### src/rtl/fetch_unit_pkg.sv
// rtl/fetch_unit_pkg.sv - control state encodings, opcode constants and field positions for fetch_unit
package fetch_unit_pkg;

    // Control state encodings shared with the sequencer; codes 5..7 are undefined.
    typedef enum logic [2:0] {
        CS_IDLE   = 3'd0,
        CS_FETCHA = 3'd1,
        CS_FETCHB = 3'd2,
        CS_EXECA  = 3'd3,
        CS_EXECB  = 3'd4
    } cs_e;

    localparam int CS_W  = 3;
    localparam int OPC_W = 5;

    localparam logic [OPC_W-1:0] OP_NOP = 5'h00;
    localparam logic [OPC_W-1:0] OP_LD  = 5'h01;
    localparam logic [OPC_W-1:0] OP_ST  = 5'h02;
    localparam logic [OPC_W-1:0] OP_JMP = 5'h03;
    localparam logic [OPC_W-1:0] OP_BZ  = 5'h04;
    localparam logic [OPC_W-1:0] OP_HLT = 5'h1F;

    // Opcode occupies the top OPC_W bits of the instruction word.
    function automatic int opc_msb(input int instr_w);
        return instr_w - 1;
    endfunction

endpackage

### src/rtl/fetch_unit_decode.sv
// rtl/fetch_unit_decode.sv - instr_decode: combinational opcode decode (branch decode under FETCH_BRANCH_EN)
module instr_decode
    import fetch_unit_pkg::*;
(
    input  logic [OPC_W-1:0] opcode,
    input  logic [CS_W-1:0]  cs,
    input  logic             zero,
    output logic             halt,
    output logic             cont,
    output logic             branch_taken
);

    // Decode is only meaningful in EXECA; every other state forces all flags low.
    always_comb begin
        halt         = 1'b0;
        cont         = 1'b0;
        branch_taken = 1'b0;
        if (cs == CS_EXECA) begin
            case (opcode)
                OP_HLT:       halt = 1'b1;
                OP_LD, OP_ST: cont = 1'b1;
`ifdef FETCH_BRANCH_EN
                OP_JMP:       branch_taken = 1'b1;
                OP_BZ:        branch_taken = zero;
`endif
                default:      ;
            endcase
        end
    end

`ifndef FETCH_BRANCH_EN
    // Without branches the zero flag has no consumer.
    logic unused_zero;
    assign unused_zero = zero;
`endif

endmodule

### src/rtl/fetch_unit.sv
// rtl/fetch_unit.sv - PC/IR fetch stage; branch redirect enabled by FETCH_BRANCH_EN
module fetch_unit
    import fetch_unit_pkg::*;
#(
    parameter int unsigned ADDR_W   = 8,
    parameter int unsigned INSTR_W  = 16,
    parameter int unsigned RESET_PC = 0
) (
    input  logic               clk,
    input  logic               reset,
    input  logic [CS_W-1:0]    cs,
    input  logic [INSTR_W-1:0] imem_data,
    input  logic               zero,
    output logic [ADDR_W-1:0]  imem_addr,
    output logic               imem_rd,
    output logic [ADDR_W-1:0]  pc,
    output logic [INSTR_W-1:0] ir,
    output logic               halt,
    output logic               cont,
    output logic               branch_taken
);

    localparam int OPC_MSB = opc_msb(INSTR_W);

    logic [ADDR_W-1:0]  pc_q, pc_d;
    logic [INSTR_W-1:0] ir_q, ir_d;

    instr_decode u_decode (
        .opcode       (ir_q[OPC_MSB -: OPC_W]),
        .cs           (cs),
        .zero         (zero),
        .halt         (halt),
        .cont         (cont),
        .branch_taken (branch_taken)
    );

    // Next PC/IR: capture and increment in FETCHB, redirect at the end of EXECA, hold otherwise.
    always_comb begin
        pc_d = pc_q;
        ir_d = ir_q;
        case (cs)
            CS_FETCHB: begin
                ir_d = imem_data;
                pc_d = pc_q + ADDR_W'(1);
            end
            CS_EXECA: begin
                if (branch_taken) begin
                    pc_d = ir_q[ADDR_W-1:0];
                end
            end
            default: ;
        endcase
    end

    // PC/IR registers; reset overrides any control state, discarding a word in flight.
    always_ff @(posedge clk) begin
        if (reset) begin
            pc_q <= ADDR_W'(RESET_PC);
            ir_q <= '0;
        end else begin
            pc_q <= pc_d;
            ir_q <= ir_d;
        end
    end

    assign pc        = pc_q;
    assign ir        = ir_q;
    assign imem_addr = pc_q;
    assign imem_rd   = (cs == CS_FETCHA);

endmodule

### config.mk
export PLATFORM = sky130hd
export DESIGN_NAME = fetch_unit
export DESIGN_NICKNAME = d
export VERILOG_FILES = /design/src/rtl/fetch_unit_pkg.sv /design/src/rtl/fetch_unit_decode.sv /design/src/rtl/fetch_unit.sv
export SDC_FILE = /design/constraint.sdc
export NUM_CORES = 1
export LEC_CHECK = 0
export CAP_MARGIN = 40
export CORE_AREA = 2 2 57 59
export CTS_CLUSTER_SIZE = 12
export DETAILED_ROUTE_END_ITERATION = 6
export DIE_AREA = 0 0 59 61
export PLACE_DENSITY = 0.81
export SLEW_MARGIN = 20
export SYNTH_ARGS = -nofsm -noshare
export SYNTH_HDL_FRONTEND = slang
export SYNTH_SLANG_ARGS = --single-unit
### constraint.sdc
create_clock -name clk -period 1.8 [get_ports clk]
set_input_delay 0.27 -clock clk [delete_from_list [all_inputs] [get_ports clk]]
set_output_delay 0.27 -clock clk [all_outputs]
set_load 0.02 [all_outputs]
# [Yosys cells after proc, flatten, opt, wreduce, memory -nomap -nowiden]
# Cells that the tools add are included.
[totals] ff_bits=24 out_inout_bits=36 elab_cells=14
[classes] addsub=1 n_eq_ne=6 mux=4 n_reduce_logical=1
[op_table] op="8-bit by 1-bit adder with 8-bit output, second input constant" n=1
[op_table] op="3-bit by 2-bit == test with 1-bit output, second input constant" n=2
[op_table] op="5-bit by 1-bit == test with 1-bit output, second input constant" n=1
[op_table] op="5-bit by 2-bit == test with 1-bit output, second input constant" n=1
[op_table] op="5-bit == test, second input constant" n=1
[op_table] op="1-bit 2-to-1 mux" n=4
[op_table] op="3-bit by 1-bit == test with 1-bit output, second input constant" n=1
[op_table] op="2-bit OR reduction" n=1

# [Depth between registers and ports, before layout]
# Gate-level depths: netlist of run 1.
[logic_depth] depth_word=4 mapped_depth=5

# [Hierarchy]
# A second synthesis of run 1 with hierarchy kept.
[unflattened] hier_cells=149 area_unflattened_um2=1216.2
[modules_own_cells] mod="fetch_unit" n_inst=1 cells_per_inst=141 area_per_inst_um2=1153.6
[modules_own_cells] mod="instr_decode" n_inst=1 cells_per_inst=8 area_per_inst_um2=62.6

# [Worst setup path after synthesis of run 1]
# OpenSTA, ideal clock, no wires.
[synth_timing] path_type="reg-to-reg" start="register pc_q[0], in the netlist imem_addr[0]" end="register pc_q[4], in the netlist imem_addr[4]" setup_ns=0.121 arrival_time_ns=1.389 required_ns=1.679 path_slack_ns=0.290 path_stages_with_launch=5 period_less_slack_ns=1.510 cell_sequence="dfxtp_1 > ha_1 > and4bb_2 > and3_1 > mux2_2"
[synth_via] elab_chain_len=1
[synth_lines] element="from (decl)" line_no="fetch_unit.sv:25" text="logic [ADDR_W-1:0] pc_q, pc_d;"
[synth_lines] element="from (signal assigned)" line_no="fetch_unit.sv:58" text="pc_q <= ADDR_W'(RESET_PC);"
[synth_lines] element="from (signal assigned)" line_no="fetch_unit.sv:61" text="pc_q <= pc_d;"
[synth_lines] element="8-bit by 1-bit adder with 8-bit output" line_no="fetch_unit.sv:44" text="pc_d = pc_q + ADDR_W'(1);"
# Every way passes these cells.
# A chain may end at the register's enable or synchronous reset.

# [Worst setup path in the final report of run 1]
[layout_timing] start="register pc_q[3], in the netlist imem_addr[3]" end="output imem_addr[3]"
[layout_lines] element="to (decl)" line_no="fetch_unit.sv:14" text="output logic [ADDR_W-1:0] imem_addr,"
# No word-level cell between the ends.

==> results of run 1 <==
-- Yosys cell counts --
master / count
sky130_fd_sc_hd__nor2_1: 4
sky130_fd_sc_hd__o21ai_0: 1
sky130_fd_sc_hd__dfxtp_1: 24
sky130_fd_sc_hd__or3_1: 2
sky130_fd_sc_hd__nand3b_1: 1
sky130_fd_sc_hd__buf_4: 9
sky130_fd_sc_hd__and3_1: 2
sky130_fd_sc_hd__ha_1: 1
sky130_fd_sc_hd__clkbuf_1: 7
sky130_fd_sc_hd__nor2b_1: 2
sky130_fd_sc_hd__and4bb_2: 1
sky130_fd_sc_hd__o31ai_1: 2
sky130_fd_sc_hd__nand4_1: 1
sky130_fd_sc_hd__nor3_1: 2
sky130_fd_sc_hd__xnor2_1: 3
sky130_fd_sc_hd__nand3_1: 3
sky130_fd_sc_hd__nand2_1: 36
sky130_fd_sc_hd__a21oi_1: 20
sky130_fd_sc_hd__nor3b_2: 1
sky130_fd_sc_hd__or4_1: 2
sky130_fd_sc_hd__mux2_2: 2
sky130_fd_sc_hd__conb_1: 1
sky130_fd_sc_hd__nor3b_1: 1
sky130_fd_sc_hd__or3b_1: 1
-- area by class of cell --
class                   count  area, µm²  share of cell area (%)
clock buffers               3       22.5                    1.38
clock inverters             1       30.0                    1.84
multi-input cells          89        468                    28.6
flip-flops and latches     24        480                    29.4
well taps                  33       41.3                    2.53
repair buffers             62        592                    36.2
-- layout by cell type, fill, tap and decap left out, types with 2 or more instances in the layout --
cell type                         count
sky130_fd_sc_hd__clkdlybuf4s50_1     52
sky130_fd_sc_hd__nand2_1             36
sky130_fd_sc_hd__dfxtp_1             24
sky130_fd_sc_hd__a21oi_1             20
sky130_fd_sc_hd__buf_4                7
sky130_fd_sc_hd__nor2_1               4
sky130_fd_sc_hd__xnor2_1              3
sky130_fd_sc_hd__nand3_1              3
sky130_fd_sc_hd__clkbuf_4             3
sky130_fd_sc_hd__or3_1                2
sky130_fd_sc_hd__nor3_1               2
sky130_fd_sc_hd__nor2b_1              2
sky130_fd_sc_hd__and3_1               2
sky130_fd_sc_hd__mux2_2               2
sky130_fd_sc_hd__o31ai_1              2
sky130_fd_sc_hd__or4_1                2
sky130_fd_sc_hd__buf_2                2
-- kinds of logic (layout without fill, tap and decap cells) --
| kind of cell | Yosys count | in the layout | share of synthesized area, % |
|---|---|---|---|
| AOI/OAI and AO/OA | 23 | 23 | 11.5 |
| xor gates and xnor gates | 3 | 3 | 2.52 |
| adders and majority gates | 1 | 1 | 1.20 |
| buffers and inverters | 16 | 66 | 9.00 |
| DFF | 24 | 24 | 46.1 |
| muxes | 2 | 2 | 2.16 |
| other | 1 | 1 | 0.360 |
| and+or+nand+nor | 59 | 59 | 27.1 |
-- worst max path at each step --
| stage | slack, ns | end | cells after the start | start |
|---|---|---|---|---|
| 2_1_floorplan | 0.29 | imem_addr[4]$_SDFFE_PP0N_ | 4 | imem_addr[0]$_SDFFE_PP0N_ |
| 3_5_place_dp | -0.30 | halt | 4 | cs[2] |
| 6_report | 0.1 | imem_addr[3] | 1 | imem_addr[3]$_SDFFE_PP0N_ |
| 5_1_grt | 0.02 | imem_addr[0] | 1 | imem_addr[0]$_SDFFE_PP0N_ |
| 4_1_cts | 0.02 | cont | 3 | ir[13]$_SDFFE_PP0N_ |
| 3_3_place_gp | -0.27 | cont | 4 | cs[2] |
-- worst register-to-register path, stage by stage, from the launching register on --
cell and delay [ns]:
sky130_fd_sc_hd__dfxtp_1 0.45, sky130_fd_sc_hd__ha_1 0.20, sky130_fd_sc_hd__and4bb_2 0.29, sky130_fd_sc_hd__and3_1 0.18
sky130_fd_sc_hd__mux2_2 0.32
-- metrics by stage --
stage / power (mW) / cell area [µm²] / cells
6_report: 1.10 / 1630 / 212
5_1_grt: 1.15 / 1630 / 212
4_1_cts: 1.12 / 1650 / 212
3_5_place_dp: 0.722 / 1590 / 208
3_3_place_gp: 0.717 / 1590 / 208
2_1_floorplan: 0.631 / 1040 / 129
-- registers in the layout, summed over array words and instances, names as in the netlist --
register and count:
ir 16, imem_addr 8
-- what timing repair did --
item | in CTS | in global routing
pin swaps | 0 | 0
endpoints found under the setup margin | 3 | 2
endpoints found under the hold margin | 0 | 0
resized for setup | 9 | 2
-- per-layer routing --
| metal | global-route usage, % | vias to the layer above | part of all wire (%) |
|---|---|---|---|
| li1 | - | 519 | - |
| met1 | 17.9 | 473 | 42 |
| met5 | 0 | - | 0 |
| met3 | 3.62 | 0 | 5.5 |
| met4 | 4.87 | 0 | 0 |
| met2 | 27.9 | 31 | 52 |
-- power groups by stage --
stage | clock network, mW | registers [mW] | logic, mW
final | 0.394 | 0.555 | 0.154
after global routing | 0.429 | 0.558 | 0.165
after CTS | 0.408 | 0.555 | 0.155
after detailed placement | 0 | 0.567 | 0.155
after global placement | 0 | 0.566 | 0.152
after floorplan | 0 | 0.582 | 0.0488
==> impl_summary.md, run 1 <==
STA
The part of the cycle the worst path needs is 94.6%. Across all hold checks on the routed design, the worst slack comes to 0.465 ns. Setup repair after global routing left no endpoint under its margin. The minimum clock period is 1.70 ns.

The final-report max-slew violation count is 0. The final hold violation count is 0. Setup violations remaining at the end of the flow were counted as 0. The setup total negative slack is 0 ns. After layout, the worst setup slack is 0.0976 ns. The maximum clock skew at final layout is 0.00241 ns. Derived from the worst setup path, the maximum achievable clock frequency is 0.587 GHz.

Clock tree
The tree built by TritonCTS fans out to 24 sinks. The later pin in the worst-skew pair is clocked with a latency of 0.31 ns. The clock tree from TritonCTS is done. The CTS buffer count is 3. The cts-stage hold buffer count is 0.

The clock-pin slew reported for the worst setup and hold paths after clock tree synthesis is 0.14 ns. The tree is rooted in a sky130_fd_sc_hd__clkbuf_4. The deepest level of the CTS H-tree is 1. Counting along the longest clock path gives a buffer depth of 2.

The number of buffers inserted to repair setup after CTS is 0.

Setup path
The signal on the critical path passes through clkdlybuf4s50_1. The register-to-register setup slack is 0.27 ns. The number of cells on the worst reg-to-reg path is 4.

The worst endpoint data arrival time is 1.43 ns. The critical path class is flop to primary output. The worst setup path is launched from a flop. On the worst path, the slowest cell contributes a delay of 0.65 ns.

Together, buffers and inverters on the worst path number 1. Along the worst path, the maximum fanout reaches 8. The worst reg2reg path startpoint is imem_addr[0]$_SDFFE_PP0N_. The required time of the worst setup path is 1.53 ns. The master of the slowest instance on the critical path is sky130_fd_sc_hd__clkdlybuf4s50_1. The kind of cell adding the most delay to the critical path is buffers and inverters. The critical register-to-register path endpoint is imem_addr[4]$_SDFFE_PP0N_.

The capturing element type of the critical path is a primary output.

Layout
The number of nets in the finished design is 203. The number of filler cells placed in the layout is 293. The utilization of the core after routing is 55.3%. Of the cells placed in the final design, the portion with a size suffix greater than 1 is 9.50%. Compared with the post-synthesis result, the final layout area differs by 56.8%. The repair_antennas step left the layout with diodes totalling 0.

Route
In the routed design, unresolved DRC markers number 0. The first-pass iteration count of the detailed router is 4. After detailed routing, the average wire length per cell comes to 12.7 µm. The residual antenna-violating net count after detailed routing is 0. The via total after detailed routing is 1023. The routed wire length is 2690 µm. The via density per instance is 4.83. For this block, the initial DRC count from the detailed router was 19.

Power and ir drop
Of the total power, the clock network draws 35.7%. In this run the power density over the cells is 675 nW/µm². The fraction of power spent switching nets is 22.4%. Combinational logic burns 14.0% of the power. The maximum vdd drop is 0.000326 V. The internal portion of the total power is 856 µW. In this run the static leakage power is 0.588 nW. In this run the power spent charging and discharging nets is 247 µW. Registers are responsible for 50.3% of the overall power.

Hold path
The startpoint identified for the worst hold timing path is ir[5]$_SDFFE_PP0N_. Counting instances, the worst hold path has a depth of 2. The worst min-delay path category is flop to flop.

The worst hold endpoint is ir[5]$_SDFFE_PP0N_.

Floorplanning
Measured along the y axis, the die boundary spans 61 µm. The floorplan step set the die width to 59 µm. The floorplan die area is 3600 µm². The core region is 2950 µm². For this design the top-level I/O count stands at 58.

The initial utilization of the core area, before any placement, comes to 35.3%. After floorplanning, the core was divided into 20 placement rows.

Global routing
After global routing the overflow that remains totals 0. The maximum number of pins on one net before global-route repair is 18. The global-route wire length before repair is 4220 µm.

Global routing used 15.4% of the available tracks across all layers. The initial antenna violation count is 0. The number of global-route vias before repair came to 980.

Synth
The number of nets produced by synthesis is 152. After synthesis the cells add up to 1040 µm². The post-synthesis cell count is 129. Of the post-synthesis cell area, the dominant cell type holds 46.1%.

The share of synthesized area occupied by flip-flops and latches is 46.1%. The number of flip-flops and latches in the synthesized netlist is 24. The synthesized design spends more area on one cell type than any other, namely sky130_fd_sc_hd__dfxtp_1. The post-synthesis average cell area is 8.08 µm². Ranked by total cell area, the synthesized netlist is headed by sky130_fd_sc_hd__dfxtp_1 (46%), sky130_fd_sc_hd__nand2_1 (13%), sky130_fd_sc_hd__a21oi_1 (9.6%).

The Yosys step of the flow raised 0 warnings. In this run, distinct cell masters in the synthesized netlist total 24.

Job
Max-cap violations in this run came to 0.

Place
The detailed placer's ending HPWL is 2030 µm. The post-placement setup slack is -0.296 ns. The congestion estimate from routability-driven global placement came to 0.671. Buffers placed on the I/O ports in this run total 55.

Outcome
The run finished with clean final reports.
Power figures use the tool's default switching activity.
==> run 2, diff against run 1 <==
==> constraint.sdc (replaced) <==
create_clock -name clk -period 1.8 [get_ports clk]
set_input_delay 0.54 -clock clk [delete_from_list [all_inputs] [get_ports clk]]
set_output_delay 0.54 -clock clk [all_outputs]
set_load 0.02 [all_outputs]
==> run 2 against run 1 <==
- the flow now finishes with violations (setup timing)
- sequential cell count unchanged
- critical path depth increased by 2
- fmax decreased by 9.1%
- total power decreased by 10%
- critical endpoint is now cont
- largest power group unchanged
==> impl_summary.md, run 2 (synthesized netlist as in run 1, its figures left out) <==
Route
The routed wire length is 2800 µm. The mean routed wirelength per cell is 12.8 µm. The final route contains 1071 vias.

Once detail routing completed, the nets flagged for antenna violations numbered 0. For this run, the detailed router's first-pass iteration total came to 3. Dividing the detail-routed via count by the number of cells gives 4.89. The count of routing violations after the opening detailed-route iteration is 13. After detailed routing, the number of remaining DRC violations is 0.

Layout
The flip-flop count of the largest register after layout is 16. Relative to the synthesized area, the layout overhead comes to 57.6%. After the last flow step, the layout net total stands at 210.

Leaving out fill and tap cells, the most frequent cell in the layout is sky130_fd_sc_hd__nand2_1. The ratio of cells with drive above 1 in the final layout is 18.3%. The finished layout holds 219 standard cells, fillers aside. The number of antenna diodes in the final layout is 0. In the layout the commonest cells are sky130_fd_sc_hd__nand2_1 (36), sky130_fd_sc_hd__dlygate4sd2_1 (32), sky130_fd_sc_hd__dfxtp_1 (21).

Power and ir drop
Summed over all cells, the static leakage comes to 0.769 nW. The cell internal power dissipation is 750 µW. In this run the power density over the cells is 603 nW/µm². The clock network is responsible for 28.4% of the overall power. Of the total power, the share spent switching nets is 24.3%. In this run the power spent charging and discharging nets is 241 µW. The combinational power share is 15.8%.

The maximum vdd drop is 0.000439 V. The total chip power is 991 µW. The register share of total power is 55.8%.

Hold path
The worst hold endpoint is ir[5]$_SDFFE_PP0N_. Along the worst hold path, the cell count comes to 2. The worst hold path begins at ir[5]$_SDFFE_PP0N_. The path class of the tightest hold or removal check is flop to flop.

STA
Of the available clock period, the critical path in the final layout requires 104%. The final hold violation count is 0. The final setup violation count is 1. The final-report max-slew violation count came to 0. The minimum clock period is 1.87 ns.

The top achievable clock speed is 0.534 GHz. Setup repair after global routing could not meet its margin everywhere. The clock arrives with 0.00116 ns of skew.

Hold is met by 0.465 ns. In the post-route analysis, the smallest setup slack over all paths is -0.0719 ns.

Place
The count of input and output buffers is 55. The HPWL after detailed placement is 2220 µm. The post-placement setup slack is -0.865 ns. Routability-driven placement finished with a final weighted congestion of 0.716. The cell count after placement is 215.

Job
Across the run, the number of max-cap violations was 0.

Setup path
Along the worst path, the maximum fanout reaches 2. The element type at the critical path start is a flop. The number of cells on the worst reg-to-reg path is 5.

The startpoint identified for the worst register-to-register timing path is imem_addr[0]$_SDFFE_PP0N_. The capturing element type of the critical path is a primary output. Data on the critical path arrives at its endpoint at 1.33 ns. The critical path in this run is classified as flop to primary output. Data on the critical path is required at its endpoint by 1.26 ns.

The worst register-to-register path has a setup slack of 0.25 ns. The critical register-to-register path endpoint is imem_addr[4]$_SDFFE_PP0N_.

Outcome
The checks that failed: setup timing. The run finished, with violations left.

Floorplanning
The die width is 59 µm. In this run the count of I/O pins placed on the die edge is 58. The floorplan step defined a die boundary enclosing 3600 µm². The initial cell density of the core is 35.3%.

The number of placement rows is 20. The floorplan core area is 2950 µm². The floorplan die height is 61 µm.

Clock tree
The number of buffers inserted to repair setup after CTS is 0. The clock-pin slew reported for the worst setup and hold paths after clock tree synthesis is 0.13 ns. The clock sink count is 24.

The clock tree root buffer cell is sky130_fd_sc_hd__clkbuf_4. The clock tree from TritonCTS is done. The worst-skew pair later-pin latency is 0.31 ns. Buffers inserted to repair hold after CTS numbered 0. Counting the buffers created by CTS gives 3.

The buffer levels on the longest clock path is 2. In this run the number of H-tree levels came out at 1.

Global routing
Summed over all layers, the global routing overflow is 0. The number of global-route vias before repair came to 1037. The global-route wire length before repair is 4440 µm.

The initial antenna violation count is 0. The combined global-route utilization of all metal layers is 16.3%. The maximum number of pins on one net before global-route repair is 18.
-- run 2: critical path, cell delays in order (launching register included) --
cell	delay [ns]
sky130_fd_sc_hd__dfxtp_2	0.34
sky130_fd_sc_hd__or3_4	0.39
sky130_fd_sc_hd__nor3_4	0.15
sky130_fd_sc_hd__buf_6	0.14
-- run 2: cell type report --
cell class | instances | area (µm²)
sequential | 24 | 484
fill | 298 | 1310
clock buffer | 4 | 36.3
timing repair buffer | 69 | 592
multi-input combinational | 89 | 489
tap | 33 | 41.3
-- run 2: stage by stage --
stage	utilization [%]	cell area, µm²	setup TNS [ns]
2_1_floorplan	-	1040	0
5_1_grt	55.6	1640	-0.157
6_report	55.6	1640	-0.0719
3_5_place_dp	55.7	1650	-9.13
4_1_cts	55.0	1620	-0.180
3_3_place_gp	55.7	1650	-8.16
-- run 2: metal layers --
metal	global-route usage (%)	up-vias	part of all wire, %
met5	0	-	0
li1	-	532	-
met4	4.87	0	0.89
met3	4.26	4	6.0
met1	17.6	502	40
met2	31.0	33	53
-- run 2: power groups by stage --
stage	sequential [mW]	clock, mW	combinational [mW]
after global placement	0.564	0	0.163
after floorplan	0.582	0	0.0488
after detailed placement	0.565	0	0.167
final	0.553	0.281	0.157
after CTS	0.553	0.293	0.154
after global routing	0.556	0.320	0.168
-- run 2: worst max-delay path by stage --
stage | cells past startpoint | slack, ns | from | to
floorplan | 2 | 0.05 | ir[13]$_SDFFE_PP0N_ | cont
global placement | 4 | -0.78 | cs[0] | halt
detailed placement | 4 | -0.86 | cs[0] | cont
CTS | 3 | -0.18 | ir[13]$_SDFFE_PP0N_ | cont
global route | 3 | -0.13 | ir[13]$_SDFFE_PP0N_ | cont
finish | 3 | -0.07 | ir[13]$_SDFFE_PP0N_ | cont
-- run 2: timing repair --
action / in CTS / in global routing
resized for setup: 59 / 8
endpoints found under the setup margin: 38 / 3
pin swaps: 3 / 3
==> run 3, diff against run 2 <==
--- a/config.mk
+++ b/config.mk
@@ -11,6 +11,7 @@
 export DETAILED_ROUTE_END_ITERATION = 6
 export DIE_AREA = 0 0 59 61
 export PLACE_DENSITY = 0.81
+export RECOVER_POWER = 50
 export SLEW_MARGIN = 20
 export SYNTH_ARGS = -nofsm -noshare
 export SYNTH_HDL_FRONTEND = slang
==> run 3 against run 2 <==
- the flow still finishes with violations (setup timing)
- sequential share of layout area is 0.18 points higher
- clock skew hardly changed
- clock power hardly changed
- via count is 0.47% higher
- final cell count stayed put
- hold slack hardly changed
- critical path depth stayed put
- register-to-register slack hardly changed
- critical path type unchanged
- largest power group unchanged
==> impl_summary.md, run 3 (synthesized netlist as in run 1, its figures left out) <==
Outcome
The flow ran to the end, but the final reports show violations. The final reports fail on setup timing.

Floorplanning
The core region is 2950 µm². The number of placement rows is 20. The die covers 3600 µm². The floorplan die height is 61 µm. The number of placed I/O pins is 58.

The die width is 59 µm. The initial utilization of the core area, before any placement, comes to 35.3%.

Clock tree
The clock tree root buffer cell is sky130_fd_sc_hd__clkbuf_4. The clock passes through at most 2 buffers. Once the clock tree was built, the setup fixing pass inserted 0 buffers. For this design, the CTS-stage hold fixing added 0 buffers. The clock-pin slew reported for the worst setup and hold paths after clock tree synthesis is 0.13 ns. Counting the buffers created by CTS gives 3. The clock tree from TritonCTS is done. The worst-skew pair later-pin latency is 0.31 ns. In this run the number of H-tree levels came out at 1.

The clock sink count is 24.

Setup path
The worst reg2reg path startpoint is imem_addr[0]$_SDFFE_PP0N_. At the worst endpoint, the arrival time is 1.33 ns. The number of buffers and inverters on the critical path is 1.

The kind of cell adding the most delay to the critical path is simple AND/OR/NAND/NOR gates. The required time of the worst setup path is 1.26 ns. The signal on the critical path passes through or3_4 > nor3_4 > buf_6. The largest single stage delay on the critical path is 0.39 ns. The critical path launch point is ir[13]$_SDFFE_PP0N_. In this run the worst setup path terminates at cont.

The critical register-to-register path endpoint is imem_addr[4]$_SDFFE_PP0N_. The path length in cells of the critical path is 3. The worst register-to-register path has a setup slack of 0.25 ns. STA classifies the critical path endpoint as a primary output.

The worst register-to-register path has a depth of 5. The critical path is of the flop to primary output type. The slowest stage of the critical path belongs to the cell sky130_fd_sc_hd__or3_4.

The worst setup path is launched from a flop. In this run the worst path has a maximum fanout of 2.

Job
The number of violations of the max-capacitance limit is 0.

STA
The part of the cycle the worst path needs is 104%. The worst max-slew margin expressed relative to the limit is 63.4%. The final-report max-slew violation count is 0. The maximum clock skew at final layout is 0.00158 ns.

The final hold violation count is 0. Setup repair after global routing could not meet its margin everywhere. The minimum clock period is 1.87 ns. Setup violations remaining at the end of the flow were counted as 1. Once routing completed, OpenROAD measured the worst setup slack at -0.0724 ns.

Setup total negative slack on the finished layout was measured at -0.0724 ns. The actual slew at the worst max-slew pin is 0.549 ns. The top achievable clock speed is 0.534 GHz.

Global routing
The first global-routing pass estimated 4440 µm of wire. Entering global routing, the biggest net connects 18 pins. The combined global-route utilization of all metal layers is 16.3%. After global routing the overflow that remains totals 0. The number of global-route vias before repair is 1037. The initial antenna violation count is 0.

Layout
The flip-flop count of the largest register after layout is 16. 0 antenna diodes ended up in the layout. Leaving out fill and tap cells, the most frequent cell in the layout is sky130_fd_sc_hd__nand2_1. In the final layout, the share of cells above drive strength 1 is 16.7%.

The number of nets in the finished design is 210. The area occupied by multi-input gates is 489 µm². The area added between synthesis and finish is 56.7%. Excluding fillers, the count of instances in the completed layout stands at 219. The library cells used most frequently in the layout, excluding fill and tap cells, are sky130_fd_sc_hd__nand2_1 (36), sky130_fd_sc_hd__dlygate4sd2_1 (32), sky130_fd_sc_hd__dfxtp_1 (21).

The total area of sequential cells is 484 µm². The layout has 298 filler cells.

Power and ir drop
The clock network accounts for 28.5% of the total power. Of the total power, the share spent switching nets is 24.4%. The cell internal power dissipation is 747 µW. The combinational power share is 15.5%. The maximum vdd drop is 0.000440 V.

In this run the static leakage power is 0.765 nW. The power per standard cell area is 606 nW/µm². Of the total power, registers draw 55.9%. The analysis attributes to net switching a power of 242 µW.

Route
The residual antenna-violating net count after detailed routing is 0. After detailed routing, the number of vias per cell comes to 4.91. The count of routing violations after the opening detailed-route iteration is 14. For this run, design rule violations remaining after detail routing come to 0. Summing over every cut layer, the via total after detailed routing is 1076. The first-pass iteration count of the detailed router is 4. Dividing the detail-routed wire length by the instance count gives 12.8 µm. The routed wire length is 2800 µm.

Hold path
The depth of the worst hold-timing path is 2. The worst min-delay path category is flop to flop.

Place
The count of input and output buffers is 55. At the end of routability-driven placement, the weighted congestion stood at 0.716. Detailed placement finished with a half-perimeter wire length of 2220 µm. The post-placement setup slack is -0.865 ns. Including well taps, the total number of placed cells is 215.
run 3: per-layer routing:
layer	share of wire (%)	GRT usage, %
met2	53	31.0
met4	0.86	4.87
met3	6.1	4.26
met5	0	0
met1	40	17.6
run 3: area by class of cell:
type / count / share of cell area [%]
timing repair buffer: 69 / 35.6
sequential: 24 / 29.7
multi-input combinational: 89 / 30.0
clock buffer: 4 / 2.22
tap: 33 / 2.53
run 3: metrics by stage:
step	hold WS [ns]	utilization [%]	area, µm²	total power, mW
floorplan	0.535	-	1040	0.631
global placement	0.442	55.7	1650	0.727
detailed placement	0.451	55.7	1650	0.732
CTS	0.469	55.0	1620	1.00
global route	0.491	55.3	1630	1.04
finish	0.465	55.3	1630	0.989
run 3: worst min path at each step:
stage / endpoint / slack (ns) / startpoint
floorplan: ir[0]$_SDFFE_PP0N_ / 0.53 / ir[0]$_SDFFE_PP0N_
global placement: ir[7]$_SDFFE_PP0N_ / 0.44 / ir[7]$_SDFFE_PP0N_
detailed placement: ir[10]$_SDFFE_PP0N_ / 0.45 / ir[10]$_SDFFE_PP0N_
CTS: ir[10]$_SDFFE_PP0N_ / 0.47 / ir[10]$_SDFFE_PP0N_
global route: ir[10]$_SDFFE_PP0N_ / 0.49 / ir[10]$_SDFFE_PP0N_
finish: ir[5]$_SDFFE_PP0N_ / 0.46 / ir[5]$_SDFFE_PP0N_
run 3: timing repair:
action / CTS / global route
resized for setup: 59 / 8
pin swaps: 3 / 3
setup endpoints to repair: 38 / 3
run 3: power by group through the flow:
| stage | clock network, mW | logic [mW] | registers (mW) |
|---|---|---|---|
| 2_1_floorplan | 0 | 0.0488 | 0.582 |
| 3_3_place_gp | 0 | 0.163 | 0.564 |
| 3_5_place_dp | 0 | 0.167 | 0.565 |
| 4_1_cts | 0.293 | 0.154 | 0.553 |
| 5_1_grt | 0.320 | 0.166 | 0.556 |
| 6_report | 0.282 | 0.154 | 0.553 |
run 3: tightest hold or removal path, stage by stage (launching register included):
cell	delay (ns)
sky130_fd_sc_hd__dfxtp_1	0.33
sky130_fd_sc_hd__nand2_1	0.05
sky130_fd_sc_hd__a21oi_1	0.05
